`config.mk`:
```
export PLATFORM = sky130hd
export DESIGN_NAME = mtsp_gscs_counter_bank
export DESIGN_NICKNAME = d
export VERILOG_FILES = /design/src/rtl/mtsp_gscs_counter_bank_pkg.sv /design/src/rtl/mtsp_gscs_counter_bank_counter.sv /design/src/rtl/mtsp_gscs_counter_bank.sv
export SDC_FILE = /design/constraint.sdc
export NUM_CORES = 1
export LEC_CHECK = 0
export CAP_MARGIN = 30
export CORE_ASPECT_RATIO = 0.7
export CORE_MARGIN = 2
export CORE_UTILIZATION = 46
export CTS_BUF_LIST = sky130_fd_sc_hd__clkbuf_8
export DETAILED_ROUTE_END_ITERATION = 12
export PLACE_DENSITY = 0.83
export SLEW_MARGIN = 0
export SYNTH_ARGS = -nofsm -noshare
export SYNTH_HDL_FRONTEND = slang
export SYNTH_SLANG_ARGS = --single-unit
```
`constraint.sdc`:
```
create_clock -name CLK -period 1.98 [get_ports CLK]
set_clock_uncertainty 0.05 [all_clocks]
set_input_delay 0.297 -clock CLK [delete_from_list [all_inputs] [get_ports CLK]]
set_output_delay 0.297 -clock CLK [all_outputs]
set_load 0.02 [all_outputs]
```
`src/rtl/mtsp_gscs_counter_bank_pkg.sv`:
```
// Shared definitions for the coordinate counter bank: channel indices,
// lane packing helper and the per-channel command priority encoding.
package mtsp_gscs_counter_bank_pkg;

    typedef enum int {
        CH_X = 0,
        CH_Y = 1,
        CH_Z = 2,
        CH_W = 3
    } ch_idx_e;

    typedef enum logic [1:0] {
        CMD_NONE = 2'd0,
        CMD_INC  = 2'd1,
        CMD_LOAD = 2'd2,
        CMD_RST  = 2'd3
    } cmd_e;

    // Clear beats load beats increment; the increment input already folds in carry.
    function automatic cmd_e decode_cmd(input logic rst_req, input logic load_req,
                                        input logic inc_req);
        if (rst_req)
            return CMD_RST;
        else if (load_req)
            return CMD_LOAD;
        else if (inc_req)
            return CMD_INC;
        else
            return CMD_NONE;
    endfunction

    function automatic int lane_lsb(input int ch, input int width);
        return ch * width;
    endfunction

endpackage

```
`src/rtl/mtsp_gscs_counter_bank_counter.sv`:
```
// One coordinate channel: clear/load/increment with load clamping,
// wrap or saturate at the terminal value, and a same-cycle carry-out.
module mtsp_gscs_counter_bank_counter
    import mtsp_gscs_counter_bank_pkg::*;
#(
    parameter int CNT_WIDTH = 8
) (
    input  logic                 clk,
    input  logic                 rst_n,
    input  logic                 en,
    input  logic                 rst_req,
    input  logic                 load_req,
    input  logic                 inc_req,
    input  logic                 carry_in,
    input  logic [CNT_WIDTH-1:0] load_data,
    input  logic [CNT_WIDTH-1:0] limit,
    input  logic                 sat_mode,
    output logic [CNT_WIDTH-1:0] coord,
    output logic                 wrap,
    output logic                 carry_out,
    output logic                 at_limit
);

    cmd_e                 cmd;
    logic [CNT_WIDTH-1:0] coord_next;
    logic                 terminal_hit;

    assign cmd      = decode_cmd(rst_req, load_req, inc_req | carry_in);
    assign at_limit = (coord == limit);

    // A count sitting above a freshly lowered limit is treated as terminal,
    // so the next increment wraps or saturates instead of running past it.
    always_comb begin
        coord_next   = coord;
        terminal_hit = 1'b0;
        if (en) begin
            unique case (cmd)
                CMD_RST:  coord_next = '0;
                CMD_LOAD: coord_next = (load_data > limit) ? limit : load_data;
                CMD_INC: begin
                    if (coord >= limit) begin
                        terminal_hit = 1'b1;
                        coord_next   = sat_mode ? limit : '0;
                    end else begin
                        coord_next = coord + 1'b1;
                    end
                end
                default: coord_next = coord;
            endcase
        end
    end

    assign carry_out = terminal_hit;

    always_ff @(posedge clk or negedge rst_n) begin
        if (!rst_n) begin
            coord <= '0;
            wrap  <= 1'b0;
        end else begin
            coord <= coord_next;
            wrap  <= terminal_hit;
        end
    end

endmodule

```
`src/rtl/mtsp_gscs_counter_bank.sv`:
```
// Bank of CH_COUNT coordinate counters (X,Y,Z,W) with optional
// combinational carry cascade from channel i-1 into channel i.
module mtsp_gscs_counter_bank
    import mtsp_gscs_counter_bank_pkg::*;
#(
    parameter int CH_COUNT  = 4,
    parameter int CNT_WIDTH = 8,
    parameter int CASCADE   = 0
) (
    input  logic                          CLK,
    input  logic                          nRST,
    input  logic                          EN,
    input  logic [CH_COUNT-1:0]           RST_MASK,
    input  logic [CH_COUNT-1:0]           INC_MASK,
    input  logic [CH_COUNT-1:0]           LOAD_MASK,
    input  logic [CH_COUNT*CNT_WIDTH-1:0] LOAD_DATA,
    input  logic [CH_COUNT*CNT_WIDTH-1:0] LIMIT,
    input  logic [CH_COUNT-1:0]           SAT_MODE,
    output logic [CH_COUNT*CNT_WIDTH-1:0] COORD,
    output logic [CH_COUNT-1:0]           WRAP,
    output logic [CH_COUNT-1:0]           AT_LIMIT
);

    // The top channel's carry has no consumer (nor any carry without cascade).
    logic [CH_COUNT-1:0] unused_carry;

    for (genvar i = 0; i < CH_COUNT; i++) begin : g_ch
        logic carry_in;
        logic carry_out;

        if (CASCADE != 0 && i > CH_X) begin : g_casc
            assign carry_in = g_ch[i-1].carry_out;
        end else begin : g_nocasc
            assign carry_in = 1'b0;
        end

        mtsp_gscs_counter_bank_counter #(
            .CNT_WIDTH (CNT_WIDTH)
        ) u_counter (
            .clk       (CLK),
            .rst_n     (nRST),
            .en        (EN),
            .rst_req   (RST_MASK[i]),
            .load_req  (LOAD_MASK[i]),
            .inc_req   (INC_MASK[i]),
            .carry_in  (carry_in),
            .load_data (LOAD_DATA[lane_lsb(i, CNT_WIDTH) +: CNT_WIDTH]),
            .limit     (LIMIT[lane_lsb(i, CNT_WIDTH) +: CNT_WIDTH]),
            .sat_mode  (SAT_MODE[i]),
            .coord     (COORD[lane_lsb(i, CNT_WIDTH) +: CNT_WIDTH]),
            .wrap      (WRAP[i]),
            .carry_out (carry_out),
            .at_limit  (AT_LIMIT[i])
        );

        assign unused_carry[i] = carry_out;
    end

endmodule

```
# Word-level counts from Yosys, hierarchy flattened
# Cells that the tools add are included.
# totals
register_bits,36
in_bits,83
out_inout_bits,40
wordCells,84
# classes
addsub,4
n_lt_le_gt_ge,8
n_eq_ne,16
n_mux,40
reduce_logical,8
# ops
operator,count
$mux W8,12
$pmux W8 S3,4
$add A8 B1 Y8 const B,4
$eq A8 B8 Y1,4
$ge A8 B8 Y1,4
$gt A8 B8 Y1,4
$eq A2 B2 Y1 const B,8
$mux W1,16
$mux W2,8
$reduce_bool A3 Y1,4
$eq A2 B1 Y1 const B,4
$reduce_and A2 Y1,4

# Depth between registers and ports, before layout
# Gate-level depths: netlist of the first run.
# logic_depth
ltp_word,6
mapped_depth,11
depth_no_buf,10

# Modules after synthesis
# A second synthesis of the first run with hierarchy kept.
# unflattened
hier_cells,477
area_unflattened_um2,4297.9
# modules_own_cells
module,instances,cells_each,area_per_inst_um2,seq_area_each_um2
mtsp_gscs_counter_bank_counter (g_ch[0].u_counter ...),3,116,1059.8,225.2
mtsp_gscs_counter_bank_counter (g_ch[1].u_counter),1,128,1114.8,225.2
mtsp_gscs_counter_bank,1,1,3.8,0.0

# Least setup slack after synthesis of the first run
# OpenSTA, ideal clock, no wires.
# synth_path
kind,register to register
start,register g_ch[3].u_counter.coord[0]
end,register g_ch[3].u_counter.coord[7]
setup_time_ns,0.126
t_arrival_ns,2.162
required_time_ns,1.804
slack_ns,-0.358
stages_incl_launch_ff,9
n_path_buf,0
period_less_slack_ns,2.338
path_cell_list,dfrtp_1 > inv_1 > ha_1 > nand2b_1 > a2111o_1 > a21oi_2 > nor2b_2 > a22o_1 > a221o_1
# synth_between
elab_chain_cells,3
elab_cells_between_ends,4
classes_between,add/sub: 1; order compare: 1; mux: 2
# synth_rtl
element,line,source
from (decl),mtsp_gscs_counter_bank_counter.sv:18,"output logic [CNT_WIDTH-1:0] coord,"
from (signal assigned),mtsp_gscs_counter_bank_counter.sv:60,coord <= coord_next;
$add A8 B1 Y8 / $ge A8 B8 Y1 (equally long branches),"mtsp_gscs_counter_bank_counter.sv:45, mtsp_gscs_counter_bank_counter.sv:41",
$mux W8 *,mtsp_gscs_counter_bank_counter.sv:41,if (coord >= limit) begin
$pmux W8 S3 *,mtsp_gscs_counter_bank_counter.sv:37,unique case (cmd)
# Every way passes the cells marked *; elsewhere a longest branch is shown, timed or not.
# A chain may end at the register's enable or synchronous reset.

# Worst setup path after layout of the first run
# Same ends and word-level chain as after synthesis.

==> metrics, run 1 <==
outcome=complete, but fails checks; failing checks=negative setup slack; post-route total power=0.00345 W; RSZ-0062 raised after global routing=yes; register area share after synthesis=20.1%; critical-path cell list=inv_2 > ha_4 > nand2b_4 > a2111o_1 > a21oi_4 > nor2b_4 > a22o_1 > a221o_1; CTS H-Tree Depth=2; Fin. Hold Viols=0; number of global-route vias before repair=5730; Post-Synth Adder-Cell Area=22.4%; Antenna Violating Nets Remaining=0; Cells after DPL=921; CTS tree=done; r2r setup slk=-200 ps; Mapped Cells=544; Largest delay share family, worst path=compound AO/OA/AOI/OAI gates; initial core utilization=46.7%; Layout Area Growth over Synthesis=78.6%; DRT iter0 DRCs=449; WP data arrival=2330 ps; Die X=122 µm; setup violators final=34; Pre-antenna DRT Iters=7; deepest clock path buffer count=2; Setup CP Type=flip-flop to flip-flop; final-report max-slew violation count=0; Synth Area in Simple Gates=18.8%; wire per inst=19.7 µm; # IOs=123; Synth async-reset ratio=100%; warnings from Yosys=0; Via density=6.00; nets@finish=984; top_reg_cell synth=dfrtp_1; DPL Wire Length=12600 µm; main combinational cell family by area after synthesis=adder cells; synthesized net count=707; max incr delay on CP=420 ps; most common cell after layout, fill and taps aside=buf_4; Remaining Overflow, GRT=0; Final min period=2180 ps; crit path max fanout=6; Worst setup EP type=flip-flop; WL final=18700 µm; GRT Overall Usage=32.4%; DRC=0; hold slack final=399 ps; setup slack after layout=-195 ps; Mapped Avg Cell Area=8.22 µm²; # Max-Cap Violations=0; clk slew on worst S/H paths=90 ps; Via Count=5705; share of cells above drive strength 1=42.3%; peak supply drop=311 µV; Synth cell types=50; worst rel slew slack=69.9%; DP Worst Slack=-895 ps; Synth Area in Compound Gates=22.0%; IO Port Bufs=122; fmax=0.460 GHz; leakage power total=3.76 nW; Critical Path RT=2130 ps; actual slew at the worst max-slew pin=451 ps; CTS buffer count=5; clock sinks=36; Filler Cells Inserted=519; Post-synth EDFFs=0; worst r2r dst=g_ch[3].u_counter.coord[7]; CP Buf/Inv Count=1; Hold WC Path Type=primary input to async pin; die height=86.5 µm; R2R cell count=8; Slowest cell on crit path=dfrtp_2; proportion of synthesized area in mux cells=6.68%; die area=0.0105 mm²; number of synthesized register bits=36; Fin Setup TNS=-3530 ps; clock latency on the worst-skew pair=310 ps; non-filler cells in the finished layout=951; Synth Area in XOR/XNOR=3.13%; Root Driver=clkbuf_8; Mapped Area=0.00447 mm²; most frequent cells in the layout=149 x buf_4, 63 x clkdlybuf4s50_1, 46 x ha_1; pin count of the biggest net entering global routing=20; period utilisation layout=110%; worst reg2reg path startpoint=g_ch[3].u_counter.coord[0]; row count=30; Power per Cell Area=432 mW/mm²; Startpoint Class=flip-flop; first-pass GRT wire length=27200 µm; initial antenna violation count=0; placer congestion estimate=0.953; Core ar.=0.00957 mm²
where the power goes:
group          total [W]  internal [W]  switching [W]
Sequential      0.000841      0.000792      0.0000494
Clock           0.000691      0.000373       0.000318
Combinational    0.00192      0.000964       0.000954
Total            0.00345       0.00213        0.00132
metrics by stage:
stage                     instance area [µm²]  util, %
after floorplan                          4740        -
after global placement                   7090     74.1
after detailed placement                 7090     74.1
after CTS                                7720     80.7
after global routing                     7990     83.5
final                                    7990     83.5
state kept, by name, summed over array words and instances (netlist names):
register / flops
g_ch.u_counter.coord: 32
g_ch.u_counter.wrap: 4
worst max-delay path by stage:
stage	endpoint	slack (ps)	depth (start not counted)	startpoint
detailed placement	g_ch[0].u_counter.coord[6]	-890	10	LIMIT[1]
finish	g_ch[3].u_counter.coord[7]	-200	8	g_ch[3].u_counter.coord[0]
global placement	g_ch[0].u_counter.coord[5]	-800	10	LIMIT[1]
CTS	g_ch[3].u_counter.coord[3]	-190	9	g_ch[3].u_counter.coord[0]
floorplan	g_ch[3].u_counter.coord[7]	-160	8	g_ch[3].u_counter.coord[0]
global route	g_ch[3].u_counter.coord[0]	-250	9	g_ch[3].u_counter.coord[0]
Yosys cell counts, types with 2 or more instances:
master,number,area (µm²)
ha_1,80,1000
inv_1,51,191
nand2_1,43,161
a21oi_1,40,200
dfrtp_1,36,901
nor2_1,32,120
o21ai_0,24,120
mux2i_1,22,220
a22o_1,20,175
nand4_1,17,106
nand3_1,15,75.1
nor3_1,11,55.1
a31oi_1,10,62.6
and3_1,10,62.6
nor2b_1,10,62.6
o221ai_1,10,87.6
a21o_1,9,67.6
buf_4,9,67.6
a22oi_1,8,60.1
or2_2,8,50.1
xnor2_1,8,70.1
xor2_1,8,70.1
mux2_2,7,78.8
clkbuf_1,6,22.5
nand2b_1,6,37.5
o211ai_1,5,37.5
and2_1,4,25.0
nor3b_1,4,30.0
o21ai_2,3,26.3
a221o_1,2,20.0
a221oi_1,2,17.5
buf_2,2,10.0
nand3b_1,2,15.0
nor4_1,2,12.5
o22ai_1,2,12.5
o22ai_2,2,25.0
per-layer routing:
layer	global-route usage (%)	wire (µm)
met1	41.0	7600
met2	55.8	8840
met3	6.51	1620
met4	10.6	651
met5	0	0
kinds of logic after synthesis:
family,count (synthesis)
AO/OA/AOI/OAI,145
XOR/XNOR,16
adder cells (fa/ha/maj),80
buffers and inverters,70
flip-flops,36
multiplexers,29
AND/OR/NAND/NOR,168
layout make-up:
class / count / area, µm² / area share, %
Clock buffer: 5 / 68.8 / 0.861
Sequential cell: 36 / 916 / 11.5
Antenna cell: 1 / 2.50 / 0.0313
Tap cell: 128 / 160 / 2.00
Timing Repair Buffer: 288 / 2460 / 30.8
Inverter: 51 / 219 / 2.74
Clock inverter: 3 / 42.5 / 0.532
Multi-Input combinational cell: 439 / 4120 / 51.5
timing repair:
action,in CTS,in global routing
pin swaps,73,38
hold endpoints to repair,17,0
endpoints found under the setup margin,40,36
gates cloned,3,0
gates resized for setup,185,62
hold buffers,1,0
setup buffers,13,4
No activity file was read; power rests on OpenSTA's default activity.
==> run 2: changes to the inputs <==
--- a/config.mk
+++ b/config.mk
@@ -8,10 +8,10 @@
 export CAP_MARGIN = 30
 export CORE_ASPECT_RATIO = 0.7
 export CORE_MARGIN = 2
-export CORE_UTILIZATION = 46
+export CORE_UTILIZATION = 51
 export CTS_BUF_LIST = sky130_fd_sc_hd__clkbuf_8
 export DETAILED_ROUTE_END_ITERATION = 12
-export PLACE_DENSITY = 0.83
+export PLACE_DENSITY = 0.87
 export SLEW_MARGIN = 0
 export SYNTH_ARGS = -nofsm -noshare
 export SYNTH_HDL_FRONTEND = slang
==> constraint.sdc (replaced) <==
create_clock -name CLK -period 2.4 [get_ports CLK]
set_clock_uncertainty 0.05 [all_clocks]
set_input_delay 0.36 -clock CLK [delete_from_list [all_inputs] [get_ports CLK]]
set_output_delay 0.36 -clock CLK [all_outputs]
set_load 0.02 [all_outputs]
==> run 2 against run 1 <==
Effect of this change: the run still ends with negative setup slack left; flip-flop and latch count did not move; clock power fell by 29%; combinational power shrank 26%; first-iteration DRC count increased by 53%; design area fell by 10%; via count hardly changed; core utilization increased by 1.3 points; largest cell class unchanged.
==> metrics, run 2 (synthesis gave the netlist of run 1 again) <==
Fin Setup TNS=-615 ps; wire length on met3=2560 µm; pin count of the biggest net entering global routing=37; Die X=116 µm; placer congestion estimate=0.969; WP data arrival=2690 ps; CTS H-Tree Depth=2; worst rel slew slack=37.7%; crit path max fanout=3; # Max-Cap Violations=0; r2r setup slk=10 ps; number of global-route vias before repair=5371; setup slack after layout=-114 ps; post-route total power=0.00263 W; worst reg2reg path startpoint=g_ch[1].u_counter.coord[3]; worst r2r dst=g_ch[1].u_counter.coord[6]; WL final=19600 µm; Pre-antenna DRT Iters=7; clk slew on worst S/H paths=90 ps; # IOs=123; failing checks=negative setup slack; RSZ-0062 raised after global routing=yes; GRT Overall Usage=36.0%; die area=0.00955 mm²; Via density=6.39; Filler Cells Inserted=456; nets@finish=935; met1 WL=7640 µm; DPL Wire Length=13400 µm; initial core utilization=52.8%; Fin. Hold Viols=0; top sig layer=met4; Root Driver=clkbuf_8; outcome=complete, but fails checks; DRC=0; Worst setup EP type=flip-flop; first-pass GRT wire length=26600 µm; Critical Path RT=2570 ps; setup violators final=10; period utilisation layout=105%; max reg flops=32; Power per Cell Area=366 mW/mm²; fmax=0.398 GHz; Hold WC Path Type=primary input to async pin; Layout Area Growth over Synthesis=60.6%; Via Count=5704; die height=82.4 µm; CTS buffer count=5; DP Worst Slack=-490 ps; Worst Setup SP=LIMIT[13]; most common cell after layout, fill and taps aside=buf_4; Final Util=84.8%; wire per inst=22.0 µm; peak supply drop=232 µV; R2R cell count=10; hold-fix buffers at CTS=0; deepest clock path buffer count=2; Antenna diodes=0; leakage power total=3.59 nW; clock latency on the worst-skew pair=320 ps; initial antenna violation count=1; CTS tree=done; Top reg by flops=g_ch.u_counter.coord; clock sinks=36; share of cells above drive strength 1=27.9%; DRT iter0 DRCs=685; IO Port Bufs=122; Largest regs=g_ch.u_counter.coord x32, g_ch.u_counter.wrap x4; Cells after DPL=877; Antenna Violating Nets Remaining=0; final-report max-slew violation count=0; non-filler cells in the finished layout=893; Core ar.=0.00848 mm²; Setup CP Type=primary input to flip-flop; most frequent cells in the layout=110 x buf_4, 96 x clkdlybuf4s50_1, 65 x ha_1; Remaining Overflow, GRT=0; Final min period=2510 ps; routed wl met2=8620 µm; Startpoint Class=primary input; actual slew at the worst max-slew pin=935 ps; row count=28
## run 2: cell types whose count changed in the layout (fill, tap and decap cells not counted), moves of 13 or more
cell | before | now
buf_4 | 149 | 110
buf_6 | 19 | 6
clkdlybuf4s50_1 | 63 | 96
dlygate4sd2_1 | 44 | 2
dlymetal6s2s_1 | 2 | 19
ha_1 | 46 | 65
ha_4 | 34 | 15
inv_1 | 24 | 39
## run 2: final cells by class
type / instances / area, µm² / area share (%)
Timing Repair Buffer: 239 / 2140 / 29.8
Clock inverter: 3 / 18.8 / 0.261
Sequential cell: 36 / 901 / 12.5
Tap cell: 120 / 150 / 2.09
Inverter: 51 / 191 / 2.66
Multi-Input combinational cell: 439 / 3710 / 51.6
Clock buffer: 5 / 68.8 / 0.958
## run 2: per-stage QoR
step	hold WS (ps)	instance area, µm²
2_1_floorplan	14.4	4470
3_3_place_gp	450	6550
3_5_place_dp	469	6550
4_1_cts	142	6790
5_1_grt	170	7190
6_report	120	7190
## run 2: report_power, final
| part | switching, W | leakage [nW] | internal (W) |
|---|---|---|---|
| clock network | 0.000288 | 0.0479 | 0.000203 |
| logic | 0.000726 | 3.05 | 0.000696 |
| registers | 0.0000655 | 0.493 | 0.000650 |
| total | 0.00108 | 3.59 | 0.00155 |
## run 2: worst max path at each step
stage                                             to  slack [ps]  depth (start not counted)
after floorplan           g_ch[3].u_counter.coord[7]          60                          8
after global placement    g_ch[1].u_counter.coord[7]        -380                         11
after detailed placement  g_ch[1].u_counter.coord[7]        -490                         11
after CTS                 g_ch[2].u_counter.coord[2]        -120                         11
after global routing      g_ch[1].u_counter.coord[6]        -110                         10
final                     g_ch[1].u_counter.coord[7]        -110                          9
## run 2: what timing repair did
item,CTS,global route
pin swaps,12,29
gates cloned,0,2
buffers inserted,2,4
endpoints found under the setup margin,29,35
gates resized for setup,34,97
## run 2: worst max-delay path, cell delays in order
cell and delay (ps):
clkdlybuf4s50_1 510, inv_1 110, ha_1 340, a21oi_1 270
o21ai_1 170, o22ai_2 200, mux2_2 360, a22o_1 170
a22o_1 190
## run 2: per-layer routing
| metal | vias to the layer above | GRT usage [%] |
|---|---|---|
| li1 | 2461 | - |
| met1 | 2632 | 48.3 |
| met2 | 503 | 56.6 |
| met3 | 108 | 9.12 |
| met4 | 0 | 12.9 |
| met5 | - | 0 |
==> run 3: changes to the inputs <==
--- a/config.mk
+++ b/config.mk
@@ -11,7 +11,7 @@
 export CORE_UTILIZATION = 51
 export CTS_BUF_LIST = sky130_fd_sc_hd__clkbuf_8
 export DETAILED_ROUTE_END_ITERATION = 12
-export PLACE_DENSITY = 0.87
+export PLACE_DENSITY = 0.94
 export SLEW_MARGIN = 0
 export SYNTH_ARGS = -nofsm -noshare
 export SYNTH_HDL_FRONTEND = slang
==> run 3 against run 2 <==
Effect of this change: clock power decreased by 6.9%; count of clock-buffer cells in the layout up 1; first-iteration DRC count down 7.0%; highest routed layer unchanged; maximum frequency grew 0.11%; sequential share of layout area is 0.23 points lower; the flow still finishes with violations (negative setup slack); largest power group unchanged; critical endpoint is now g_ch[3].u_counter.coord[5]; largest cell class unchanged.
==> metrics, run 3 (synthesis gave the netlist of run 1 again) <==
wire per inst=22.2 µm; Filler Cells Inserted=405; max reg flops=32; hold-fix buffers at CTS=0; hold slack final=123 ps; DRT iter0 DRCs=637; placer congestion estimate=1.04; initial core utilization=52.8%; clk slew on worst S/H paths=80 ps; # IOs=123; die height=82.4 µm; clock sinks=36; Antenna diodes=0; row count=28; leakage power total=3.60 nW; CP Buf/Inv Count=3; DPL Wire Length=13500 µm; r2r setup slk=90 ps; Antenna Violating Nets Remaining=0; GRT Overall Usage=36.7%; CTS tree=done; design area=0.00732 mm²; worst reg2reg path startpoint=g_ch[1].u_counter.coord[3]; worst rel slew slack=42.2%; R2R cell count=10; Hold WC Path Type=primary input to async pin; failing checks=negative setup slack; Startpoint Class=primary input; critical-path cell list=clkdlybuf4s50_1 > inv_1 > ha_1 > a21oi_1 > a21oi_1 > or2_4 > nand2_4 > buf_6 > mux2i_2 > o21bai_1; IO Port Bufs=122; Core ar.=0.00848 mm²; Via density=6.52; Root Driver=clkbuf_8; most frequent cells in the layout=111 x buf_4, 93 x clkdlybuf4s50_1, 59 x ha_1; first-pass GRT wire length=27200 µm; actual slew at the worst max-slew pin=867 ps; Die X=116 µm; Final min period=2510 ps; Via Count=5831; Setup CP Type=primary input to flip-flop; number of global-route vias before repair=5633; deepest clock path buffer count=2; die area=0.00955 mm²; initial antenna violation count=0; peak supply drop=240 µV; WP data arrival=2630 ps; # Max-Cap Violations=0; Final Util=86.3%; share of cells above drive strength 1=29.8%; clock latency on the worst-skew pair=290 ps; max incr delay on CP=500 ps; CTS buffer count=5; Largest regs=g_ch.u_counter.coord x32, g_ch.u_counter.wrap x4; WL final=19900 µm; Slowest cell on crit path=clkdlybuf4s50_1; crit path max fanout=4; DRC=0; worst r2r dst=g_ch[1].u_counter.coord[3]; placed inst area=0.00655 mm²; Top reg by flops=g_ch.u_counter.coord; pin count of the biggest net entering global routing=37; Largest delay share family, worst path=buffers and inverters; setup slack after layout=-111 ps; Critical Path Most Common Cell=a21oi_1; Remaining Overflow, GRT=0; Fin. Hold Viols=0; Power per Cell Area=357 mW/mm²; nets@finish=937; Critical Path RT=2510 ps; Pre-antenna DRT Iters=5; post-route total power=0.00262 W; outcome=complete, but fails checks; Worst setup EP type=flip-flop; most common cell after layout, fill and taps aside=buf_4; fmax=0.398 GHz; CTS H-Tree Depth=2; period utilisation layout=105%; setup violators final=11; final-report max-slew violation count=0; Layout Area Growth over Synthesis=63.6%
## run 3: changes by cell type in the layout (fill, tap and decap cells not counted), moves of 3 or more
cell	delta
inv_2	+6
a21oi_1	-3
o21ai_1	+6
o21ai_0	-3
clkdlybuf4s15_2	+3
clkdlybuf4s50_1	-3
ha_4	+6
ha_1	-6
dlygate4sd2_1	+3
o21ai_2	-3
inv_1	-4
## run 3: per-stage QoR
| stage | setup slack, ps | TNS, ps | instances |
|---|---|---|---|
| after floorplan | 62.2 | 0 | 544 |
| after global placement | -314 | -9150 | 877 |
| after detailed placement | -433 | -13100 | 877 |
| after CTS | -9.07 | -9.07 | 887 |
| after global routing | -117 | -1120 | 895 |
| final | -111 | -428 | 895 |
## run 3: cell type report
cell class	count	area, µm²	area share [%]
clock buffers	6	82.6	1.13
clock inverters	2	7.51	0.103
inverters	51	191	2.62
multi-input cells	439	3810	52.1
flip-flops and latches	36	901	12.3
well taps	120	150	2.05
repair buffers	241	2170	29.7
## run 3: what timing repair did
| item | in CTS | in global routing |
|---|---|---|
| gates resized for setup | 62 | 93 |
| setup endpoints to repair | 31 | 36 |
| gates cloned | 0 | 3 |
| buffers inserted | 2 | 5 |
| pin swaps | 23 | 35 |
## run 3: worst max path at each step
stage	start	end	slack (ps)	cells past startpoint
final	LIMIT[27]	g_ch[3].u_counter.coord[5]	-110	10
after global routing	LIMIT[11]	g_ch[1].u_counter.coord[3]	-120	12
after CTS	LIMIT[25]	g_ch[3].u_counter.coord[4]	-9	11
after detailed placement	LIMIT[25]	g_ch[3].u_counter.coord[4]	-430	11
after global placement	LIMIT[9]	g_ch[1].u_counter.coord[7]	-310	11
after floorplan	g_ch[3].u_counter.coord[0]	g_ch[3].u_counter.coord[7]	60	8
## run 3: worst reg2reg max path: cells and delay by family, from the launching register on
family	cells	cell delay [ps]
buffers and inverters	2	330
DFF	1	510
AOI/OAI and AO/OA	3	580
and+or+nand+nor	4	380
adders and majority gates	1	330
## run 3: layer usage
metal	global-route usage (%)	routed length, µm	up-vias
met5	0	0	-
met4	16.2	1160	0
met3	6.20	2140	145
met2	63.9	9230	531
met1	45.3	7330	2696
li1	-	-	2459
## run 3: where the power goes
group	internal [W]	switching (W)
Clock	0.000226	0.000232
Combinational	0.000706	0.000730
Sequential	0.000650	0.0000711
